$ cat src/rtl/mem_access_unit.sv
// mem_access_unit
// ---------------------------------------------------------------------------
// MEM-stage data-memory access engine for the 5-stage RV32I pipeline.
// Runs one req/gnt/rvalid transaction per load/store held in the EX/MEM
// register. The pipeline is stalled until the response arrives or the
// access times out. Load data is lane-selected and sign/zero-extended.
// Store byte enables and lane-replicated write data are also generated here.
//
// Parameters:
//   TIMEOUT          max cycles from request issue to rvalid (2..255)
//
// Optional feature:
//   MISALIGN_TRAP_EN when defined, misaligned LH/LHU/SH/LW/SW accesses are
//                    not sent to the bus. They complete in one cycle and
//                    pulse the extra 'misaligned' output. When the macro is
//                    undefined, the low address bits are only used for lane
//                    selection.
//
// Ports:
//   clk, reset                 clock (rising edge), async active-high reset
//   MEM_mem_read/MEM_mem_write load / store present in MEM stage
//   MEM_funct3, MEM_addr       access size/sign, byte address
//   MEM_write_data             store source value
//   dmem_req/we/addr/be/wdata  bus request channel (zero when no request)
//   dmem_gnt, dmem_rvalid      bus accept / response strobes
//   dmem_rdata                 bus read word
//   mem_stall                  freeze upstream pipeline registers
//   MEM_read_data              extended load result to MEM/WB
//   bus_error                  one-cycle pulse when an access times out
//   misaligned                 (MISALIGN_TRAP_EN only) one-cycle trap pulse
// ---------------------------------------------------------------------------
module mem_access_unit #(
    parameter int unsigned TIMEOUT = 16
) (
    input  logic        clk,
    input  logic        reset,
    input  logic        MEM_mem_read,
    input  logic        MEM_mem_write,
    input  logic [2:0]  MEM_funct3,
    input  logic [31:0] MEM_addr,
    input  logic [31:0] MEM_write_data,
    output logic        dmem_req,
    output logic        dmem_we,
    output logic [31:0] dmem_addr,
    output logic [3:0]  dmem_be,
    output logic [31:0] dmem_wdata,
    input  logic        dmem_gnt,
    input  logic        dmem_rvalid,
    input  logic [31:0] dmem_rdata,
    output logic        mem_stall,
    output logic [31:0] MEM_read_data,
    output logic        bus_error
`ifdef MISALIGN_TRAP_EN
    ,
    output logic        misaligned
`endif
);

    typedef enum logic [1:0] {IDLE, REQ, RESP, DONE} state_t;

    // Abort fires when the incremented count would reach TIMEOUT-1. Using >=
    // also covers a late gnt in REQ that pushes the count past the limit.
    localparam logic [7:0] TO_LIM = 8'(TIMEOUT - 2);

    state_t      state_q, state_d;
    logic [7:0]  cnt_q, cnt_d;
    logic [31:0] rdata_q, rdata_d;
    logic        berr_q, berr_d;
    logic        access;
    logic        trap;
    logic        to_hit;
    logic        is_half;
    logic        is_word;
    logic [1:0]  offset;

    // Lane select plus sign/zero extension. Unknown funct3 codes behave as LW.
    function automatic logic [31:0] extend_load(input logic [2:0]  f3,
                                                input logic [1:0]  o,
                                                input logic [31:0] w);
        logic [7:0]  b;
        logic [15:0] h;
        case (o)
            2'd0:    b = w[7:0];
            2'd1:    b = w[15:8];
            2'd2:    b = w[23:16];
            default: b = w[31:24];
        endcase
        h = o[1] ? w[31:16] : w[15:0];
        case (f3)
            3'b000:  extend_load = {{24{b[7]}}, b};
            3'b100:  extend_load = {24'd0, b};
            3'b001:  extend_load = {{16{h[15]}}, h};
            3'b101:  extend_load = {16'd0, h};
            default: extend_load = w;
        endcase
    endfunction

    function automatic logic [3:0] store_be(input logic [2:0] f3,
                                            input logic [1:0] o);
        case (f3)
            3'b000:  store_be = 4'b0001 << o;
            3'b001:  store_be = o[1] ? 4'b1100 : 4'b0011;
            default: store_be = 4'b1111;
        endcase
    endfunction

    function automatic logic [31:0] store_wdata(input logic [2:0]  f3,
                                                input logic [31:0] wd);
        case (f3)
            3'b000:  store_wdata = {4{wd[7:0]}};
            3'b001:  store_wdata = {2{wd[15:0]}};
            default: store_wdata = wd;
        endcase
    endfunction

    assign access = MEM_mem_read | MEM_mem_write;
    assign offset = MEM_addr[1:0];
    assign to_hit = (cnt_q >= TO_LIM);

    // Access width: funct3 100/101 are byte/half only for loads; for stores
    // every code other than SB/SH is a word store.
    assign is_half = (MEM_funct3 == 3'b001) | (MEM_mem_read & (MEM_funct3 == 3'b101));
    assign is_word = ~is_half & (MEM_funct3 != 3'b000)
                   & ~(MEM_mem_read & (MEM_funct3 == 3'b100));

`ifdef MISALIGN_TRAP_EN
    logic mis_q, mis_d;
    assign trap       = access & ((is_half & offset[0]) | (is_word & (offset != 2'b00)));
    assign misaligned = mis_q;
`else
    assign trap = 1'b0;
`endif

    // State register and bus-result registers
    always_ff @(posedge clk or posedge reset) begin
        if (reset) begin
            state_q <= IDLE;
            cnt_q   <= '0;
            rdata_q <= '0;
            berr_q  <= 1'b0;
`ifdef MISALIGN_TRAP_EN
            mis_q   <= 1'b0;
`endif
        end else begin
            state_q <= state_d;
            cnt_q   <= cnt_d;
            rdata_q <= rdata_d;
            berr_q  <= berr_d;
`ifdef MISALIGN_TRAP_EN
            mis_q   <= mis_d;
`endif
        end
    end

    // Next-state logic
    always_comb begin
        state_d = state_q;
        cnt_d   = cnt_q;
        rdata_d = rdata_q;
        berr_d  = 1'b0;
`ifdef MISALIGN_TRAP_EN
        mis_d   = 1'b0;
`endif
        case (state_q)
            IDLE: begin
                cnt_d = '0;
                if (trap) begin
                    state_d = DONE;
                    rdata_d = '0;
`ifdef MISALIGN_TRAP_EN
                    mis_d   = 1'b1;
`endif
                end else if (access) begin
                    state_d = dmem_gnt ? RESP : REQ;
                end
            end
            REQ: begin
                cnt_d = cnt_q + 8'd1;
                if (dmem_gnt) begin
                    state_d = RESP;
                end else if (to_hit) begin
                    state_d = DONE;
                    rdata_d = '0;
                    berr_d  = 1'b1;
                end
            end
            RESP: begin
                cnt_d = cnt_q + 8'd1;
                if (dmem_rvalid) begin
                    state_d = DONE;
                    rdata_d = MEM_mem_read ? extend_load(MEM_funct3, offset, dmem_rdata)
                                           : 32'd0;
                end else if (to_hit) begin
                    state_d = DONE;
                    rdata_d = '0;
                    berr_d  = 1'b1;
                end
            end
            default: begin
                state_d = IDLE;
                cnt_d   = '0;
            end
        endcase
    end

    // Bus request channel: combinational in IDLE so zero-wait grants cost no cycle
    always_comb begin
        dmem_req   = ((state_q == IDLE) & access & ~trap) | (state_q == REQ);
        dmem_we    = 1'b0;
        dmem_addr  = '0;
        dmem_be    = '0;
        dmem_wdata = '0;
        if (dmem_req) begin
            dmem_we    = MEM_mem_write;
            dmem_addr  = {MEM_addr[31:2], 2'b00};
            dmem_be    = store_be(MEM_funct3, offset);
            dmem_wdata = store_wdata(MEM_funct3, MEM_write_data);
        end
    end

    assign mem_stall     = access & (state_q != DONE);
    assign MEM_read_data = rdata_q;
    assign bus_error     = berr_q;

endmodule

$ cat config.mk
export PLATFORM = sky130hd
export DESIGN_NAME = mem_access_unit
export DESIGN_NICKNAME = d
export VERILOG_FILES = /design/src/rtl/mem_access_unit.sv
export SDC_FILE = /design/constraint.sdc
export NUM_CORES = 1
export LEC_CHECK = 0
export ABC_AREA = 1
export CAP_MARGIN = 20
export CORE_ASPECT_RATIO = 1.25
export CORE_UTILIZATION = 37
export DETAILED_ROUTE_END_ITERATION = 12
export PLACE_DENSITY = 0.81
export SLEW_MARGIN = 20
export SYNTH_ARGS = -nofsm -noshare
export SYNTH_HDL_FRONTEND = slang
export SYNTH_SLANG_ARGS = --single-unit
export TNS_END_PERCENT = 100
$ cat constraint.sdc
create_clock -name clk -period 3.7 [get_ports clk]
set_input_delay 0.74 -clock clk [delete_from_list [all_inputs] [get_ports clk]]
set_output_delay 0.74 -clock clk [all_outputs]
set_load 0.05 [all_outputs]
==> out/qor.yml <==
status:
  outcome: "finished clean"
cts:
  numCtsBuffers: 5
  ctsHtreeMaxLevel: 2
  cts_buffer_depth: 2
  cts_setup_buffers: 0
  cts_resized: 0
  cts_tree: "built"
  cts.clk_slew.worst_paths_ps: 90
  holdBufCountCts: 0
  clock_insertion_delay_worst_skew_ps: 300
  root_buffer: "clkbuf_8"
  numClockSinks: 43
worst_setup_path:
  worst_setup_path_end_kind: "output port"
  ff2ff_path_depth: 11
  cp_cell_sequence: "clkdlybuf4s50_1, buf_4, nor2_2, nand2_2, o21ai_0, o21ai_0, nor2_1, buf_12"
  slowest_delay_ps: 490
  cp.required_ps: 2960
  worst_path_max_delay_cell: "clkdlybuf4s50_1"
  cp_max_fo: 10
  worst_path_most_repeated_cell: "o21ai_0"
  cp-start-kind: "input port"
  crit_start: "MEM_funct3[1]"
  crit_type: "input port to output port"
  regToRegStartpoint: "state_q[0]$_DFFE_PP0P_"
  critical_path_arrival_ps: 2580
floorplanning:
  io_pins: 209
  die_h_um: 108.0
  core_area_um2: 8701
  rows: 38
  start_util_pct: 38.24
  dieArea_um2: 9377
  die_width_um: 86.82
placement:
  dp_hpwl_mm: 11.37
  place_inst: 873
  io_buffers: 206
  place_congestion: 0.9745
pwr:
  power.density_nw_per_um2: 831.1
  peakVddDrop_mv: 0.4305
  power.leakage_nw: 3.163
synthesis:
  synth-seq-cells: 43
  netlist_area_um2: 3327
  synth.area.top_cells: "dfrtp_1, nand2_1, nor2_1, inv_1, o21ai_0"
  avgSynthCellArea_um2: 5.930
  synthDistinctLibCells: 30
  synth-edff-count: 0
  synth_top_area_share_pct: 32.34
  syn-instance-count: 561
  ys_seq_area_share_pct: 32.34
  yosysWarnings: 0
  synth_flop_cell: "dfrtp_1"
  async_reset_ff_share_pct: 100.0
  synth_area_leader_cell: "dfrtp_1"
final_layout:
  areaGrowthSynthToFinish_pct: 88.49
  nets: 873
  drive_gt1_share_pct: 12.35
  stdcell_count: 881
  layout_commonest_cell: "nand2_1"
  antenna_cells: 0
  final_util_pct: 72.07
  layout_common_cells: "nand2_1, clkdlybuf4s50_1, nor2_1, inv_1, buf_12"
timing:
  worstMarginPinSlew_ps: 938.4
  slew_violations: 0
  report.final.hold_viol_count: 0
  period_minus_slack_ps: 3316
  whs_ps: 489.0
  finClkSkew_ps: 7.789
  maxSlewHeadroom_pct: 37.06
  setup_violations: 0
  grt_setup_unrepaired: "no"
  period_share_pct: 89.63
  finalSetupTns_ps: 0
  fmax_mhz: 301.6
global_route:
  track_usage_pct: 29.71
  grt_pass1_wl_mm: 21.15
  grt.overflow.total: 0
  antenna_found_initial: 0
  grt_max_degree: 33
  grt_pass1_vias: 4220
detailed_routing:
  ant_nets: 0
  first_iter_violations: 220
  drc: 0
  dr.pass1.iters: 5
  wl_mm: 13.89
  vias_per_cell: 4.919
  vias: 4334
  wl_per_cell_um: 15.77
hold_path:
  min_from: "MEM_read_data[27]$_DFFE_PP0P_"
  hold_class: "register to register"
  whs_path_depth: 2
run:
  max_cap_viol_count: 0
metal layers:
layer  wire length (um)  GRT usage [%]
met5                  0              0
met4                577          13.69
met3               1257          7.863
met2               7119          54.05
met1               4936          31.65
final cells by class:
class                           count  area [um^2]
Clock buffer                        6        72.57
Inverter                           74        277.8
Sequential cell                    43         1076
Tap cell                          120        150.1
Timing Repair Buffer              217         2813
Clock inverter                      2        60.06
Fill cell                         687         2430
Multi-Input combinational cell    419         1822
state kept, by name (all words and copies together), names as in the netlist:
register,flops
cnt_q,8
state_q,2
MEM_read_data,32
bus_error,1
cell usage after synthesis (all sizes together), types with 2 or more instances:
cell type / n
nor3: 3
a21oi: 16
or2: 2
dfrtp: 43
nand3: 21
nor2: 136
o211ai: 6
inv: 74
ha: 8
buf: 20
nand2: 183
clkbuf: 6
o21ai: 38
worst max-delay path, delay by kind of cell:
family	cells	cell delay [ps]
AO/OA/AOI/OAI	2	370
AND/OR/NAND/NOR	3	580
buffers and inverters	3	870
worst paths after layout:
| kind | endpoint | slack (ps) |
|---|---|---|
| max in group asynchronous | MEM_read_data[24]$_DFFE_PP0P_ | 2160 |
| min in group asynchronous | MEM_read_data[1]$_DFFE_PP0P_ | 830 |
| min reg2reg | MEM_read_data[27]$_DFFE_PP0P_ | 490 |
| min | MEM_read_data[27]$_DFFE_PP0P_ | 490 |
| max | dmem_wdata[12] | 380 |
| max reg2reg | MEM_read_data[0]$_DFFE_PP0P_ | 1530 |
cell families (layout without fill, tap and decap cells):
logic type      after synthesis  in the layout  synth area share [%]
compound gates               62             62                 10.00
xor+xnor                      1              1                0.2633
fa+ha+maj                     8              8                 3.009
buf+inv                     100            299                 13.01
flops                        43             43                 32.34
other cells                   1              2                0.1127
simple gates                346            346                 41.26
where the power goes:
| part | total, W | switching, W | leakage, nW | internal, W |
|---|---|---|---|---|
| Sequential | 0.000733 | 0.000111 | 0.572 | 0.000623 |
| Clock | 0.000440 | 0.000170 | 0.0654 | 0.000270 |
| Combinational | 0.00404 | 0.00245 | 2.53 | 0.00159 |
| Total | 0.00521 | 0.00273 | 3.16 | 0.00248 |
through the flow:
step | power, W | worst slack [ps] | area (um^2)
after floorplan | 0.002875 | 698.8 | 3331
after global placement | 0.004722 | 460.1 | 6138
after detailed placement | 0.004785 | 415.6 | 6138
after CTS | 0.005230 | 406.6 | 6271
after global routing | 0.005435 | 254.7 | 6271
final | 0.005212 | 383.8 | 6271
(Power assumes the default switching activity.)
==> variant, RTL diff (config.mk and constraints unchanged) <==
Take the reset off `rdata_q` and load it in a clocked block of its own.
--- a/src/rtl/mem_access_unit.sv
+++ b/src/rtl/mem_access_unit.sv
@@ -136,7 +136,6 @@
         if (reset) begin
             state_q <= IDLE;
             cnt_q   <= '0;
-            rdata_q <= '0;
             berr_q  <= 1'b0;
 `ifdef MISALIGN_TRAP_EN
             mis_q   <= 1'b0;
@@ -144,12 +143,15 @@
         end else begin
             state_q <= state_d;
             cnt_q   <= cnt_d;
-            rdata_q <= rdata_d;
             berr_q  <= berr_d;
 `ifdef MISALIGN_TRAP_EN
             mis_q   <= mis_d;
 `endif
         end
+    end
+
+    always_ff @(posedge clk) begin
+        rdata_q <= rdata_d;
     end
 
     // Next-state logic
Formal check against the unedited RTL: differs if reset is asserted again (counterexample within 4 cycles, from zero or initial values and one cycle with reset high); with reset held inactive, the same outputs for 10 cycles.
==> variant against the original RTL <==
  * Sequential share of layout area increased by 3.1 points
  * Sequential cell count did not move
  * Hold slack improved by 17 ps
  * Highest routed layer unchanged
  * Critical path type unchanged
  * Area after synthesis up 7.8%
  * Total power up 5.9%
  * Cell area is 2.7% lower
  * Largest power group unchanged
  * Setup slack better by 5.5 ps
  * Routed wire length down 8.1%
==> variant: results (changes against the original RTL) <==
Parameter                              Value

Outcome
  Run status ... finished clean

Global route
  Via count of the first global-routing pass ... 4,189 (-0.73%)
  Pin count of the biggest net entering global routing ... 42 (+27%)

Pwr
  Peak ir drop on the vdd network ... 0.644 mV (+50%)
  Cell leakage power ... 3.00 nW (-5.1%)

Logic synthesis
  Top post-synthesis cells by count ... sky130_fd_sc_hd__nand2_1, sky130_fd_sc_hd__nor2_1, sky130_fd_sc_hd__inv_1
  Yosys top cell area share ... 26.8% (-5.5 points)
  Post-synthesis async set-or-reset flop share ... 25.6% (-74 points)
  Synthesized instance count ... 576 (+2.7%)
  Post-synth EDFFs ... 32 (+32)
  Synth top area cells ... sky130_fd_sc_hd__edfxtp_1, sky130_fd_sc_hd__nand2_1, sky130_fd_sc_hd__nor2_1
  Count of unique library cells instantiated by Yosys ... 33 (+10%)
  Proportion of synthesized chip area in sequential cells ... 34.5% (+2.1 points)

Layout
  Area added between synthesis and finish ... 70.1%
  Ratio of cells with drive above 1 in the final layout ... 12.4% (+0.051 points)
  Nets ... 886 (+1.5%)

Placement
  Last weighted congestion value of the routability-driven placer ... 0.894 (-8.3%)
  Placed Instance Area ... 0.00593 sq mm (-3.4%)

CTS
  Buffer cell driving the clock tree root ... sky130_fd_sc_hd__clkbuf_16
  Clock slew at the register clock pins of the worst setup and hold paths ... 60 ps (-30 ps)

Setup path
  Data arrival time of the critical path ... 2570 ps (about the same)
  Top fanout value on the critical path ... 16 (+6)
  Biggest cell delay along the critical path ... 810 ps (+320 ps)

Timing
  Skew final ... 7.44 ps (-0.349 ps)

Drt
  First-iteration detailed-routing DRC count ... 247 (+12%)
  Routed vias/inst ... 4.76 (-3.2%)
[variant: changes by cell type after synthesis, sizes merged, moves of 4 or more]
cell    change
dfrtp      -32
edfxtp     +32
nor2       -15
a21oi      +14
nand2      +14
o21ai      -11
buf         -9
clkbuf      +8
inv         +7
nor3        +5
o211ai      -4
[variant: layer usage]
| metal | global-route usage, % | vias up | wire (microns) | share of wire, % |
|---|---|---|---|---|
| met5 | 0 | - | 0 | 0 |
| met4 | 7.85 | 0 | 321 | 2.5 |
| met3 | 8.33 | 27 | 1190 | 9.3 |
| met2 | 44.2 | 196 | 6300 | 49 |
| met1 | 29.0 | 1893 | 4950 | 39 |
| li1 | - | 2156 | - | - |
[variant: worst paths after layout]
path                       slack (ps)    startpoint  cells after the start                 to
max                               390  MEM_mem_read                      7      dmem_addr[26]
min                               510      cnt_q[0]                      1           cnt_q[0]
max reg2reg                      1540    state_q[0]                      9  MEM_read_data[13]
min reg2reg                       510      cnt_q[0]                      1           cnt_q[0]
max in group asynchronous        2650         reset                      2           cnt_q[4]
min in group asynchronous         750         reset                      2           cnt_q[6]
[variant: cell families after synthesis]
group                      synth area share [%]
DFF                                        34.5
other                                     0.105
AOI/OAI and AO/OA                          8.37
adders and majority gates                  2.79
xor gates and xnor gates                  0.244
and+or+nand+nor                            41.1
buffers and inverters                      12.9
[variant: final cells by class]
| type | instances | area share, % |
|---|---|---|
| clock inverter | 3 | 0.718 |
| tap | 123 | 2.52 |
| inverter | 84 | 5.27 |
| multi-input combinational | 425 | 31.2 |
| clock buffer | 5 | 2.05 |
| timing repair buffer | 214 | 38.0 |
| sequential | 43 | 20.3 |
[variant: power by group]
| group | internal, mW | leakage, nW | total, mW | switching (mW) |
|---|---|---|---|---|
| Sequential | 0.860 | 0.456 | 0.998 | 0.138 |
| Combinational | 1.34 | 2.46 | 4.02 | 2.67 |
| Clock | 0.318 | 0.0838 | 0.503 | 0.185 |
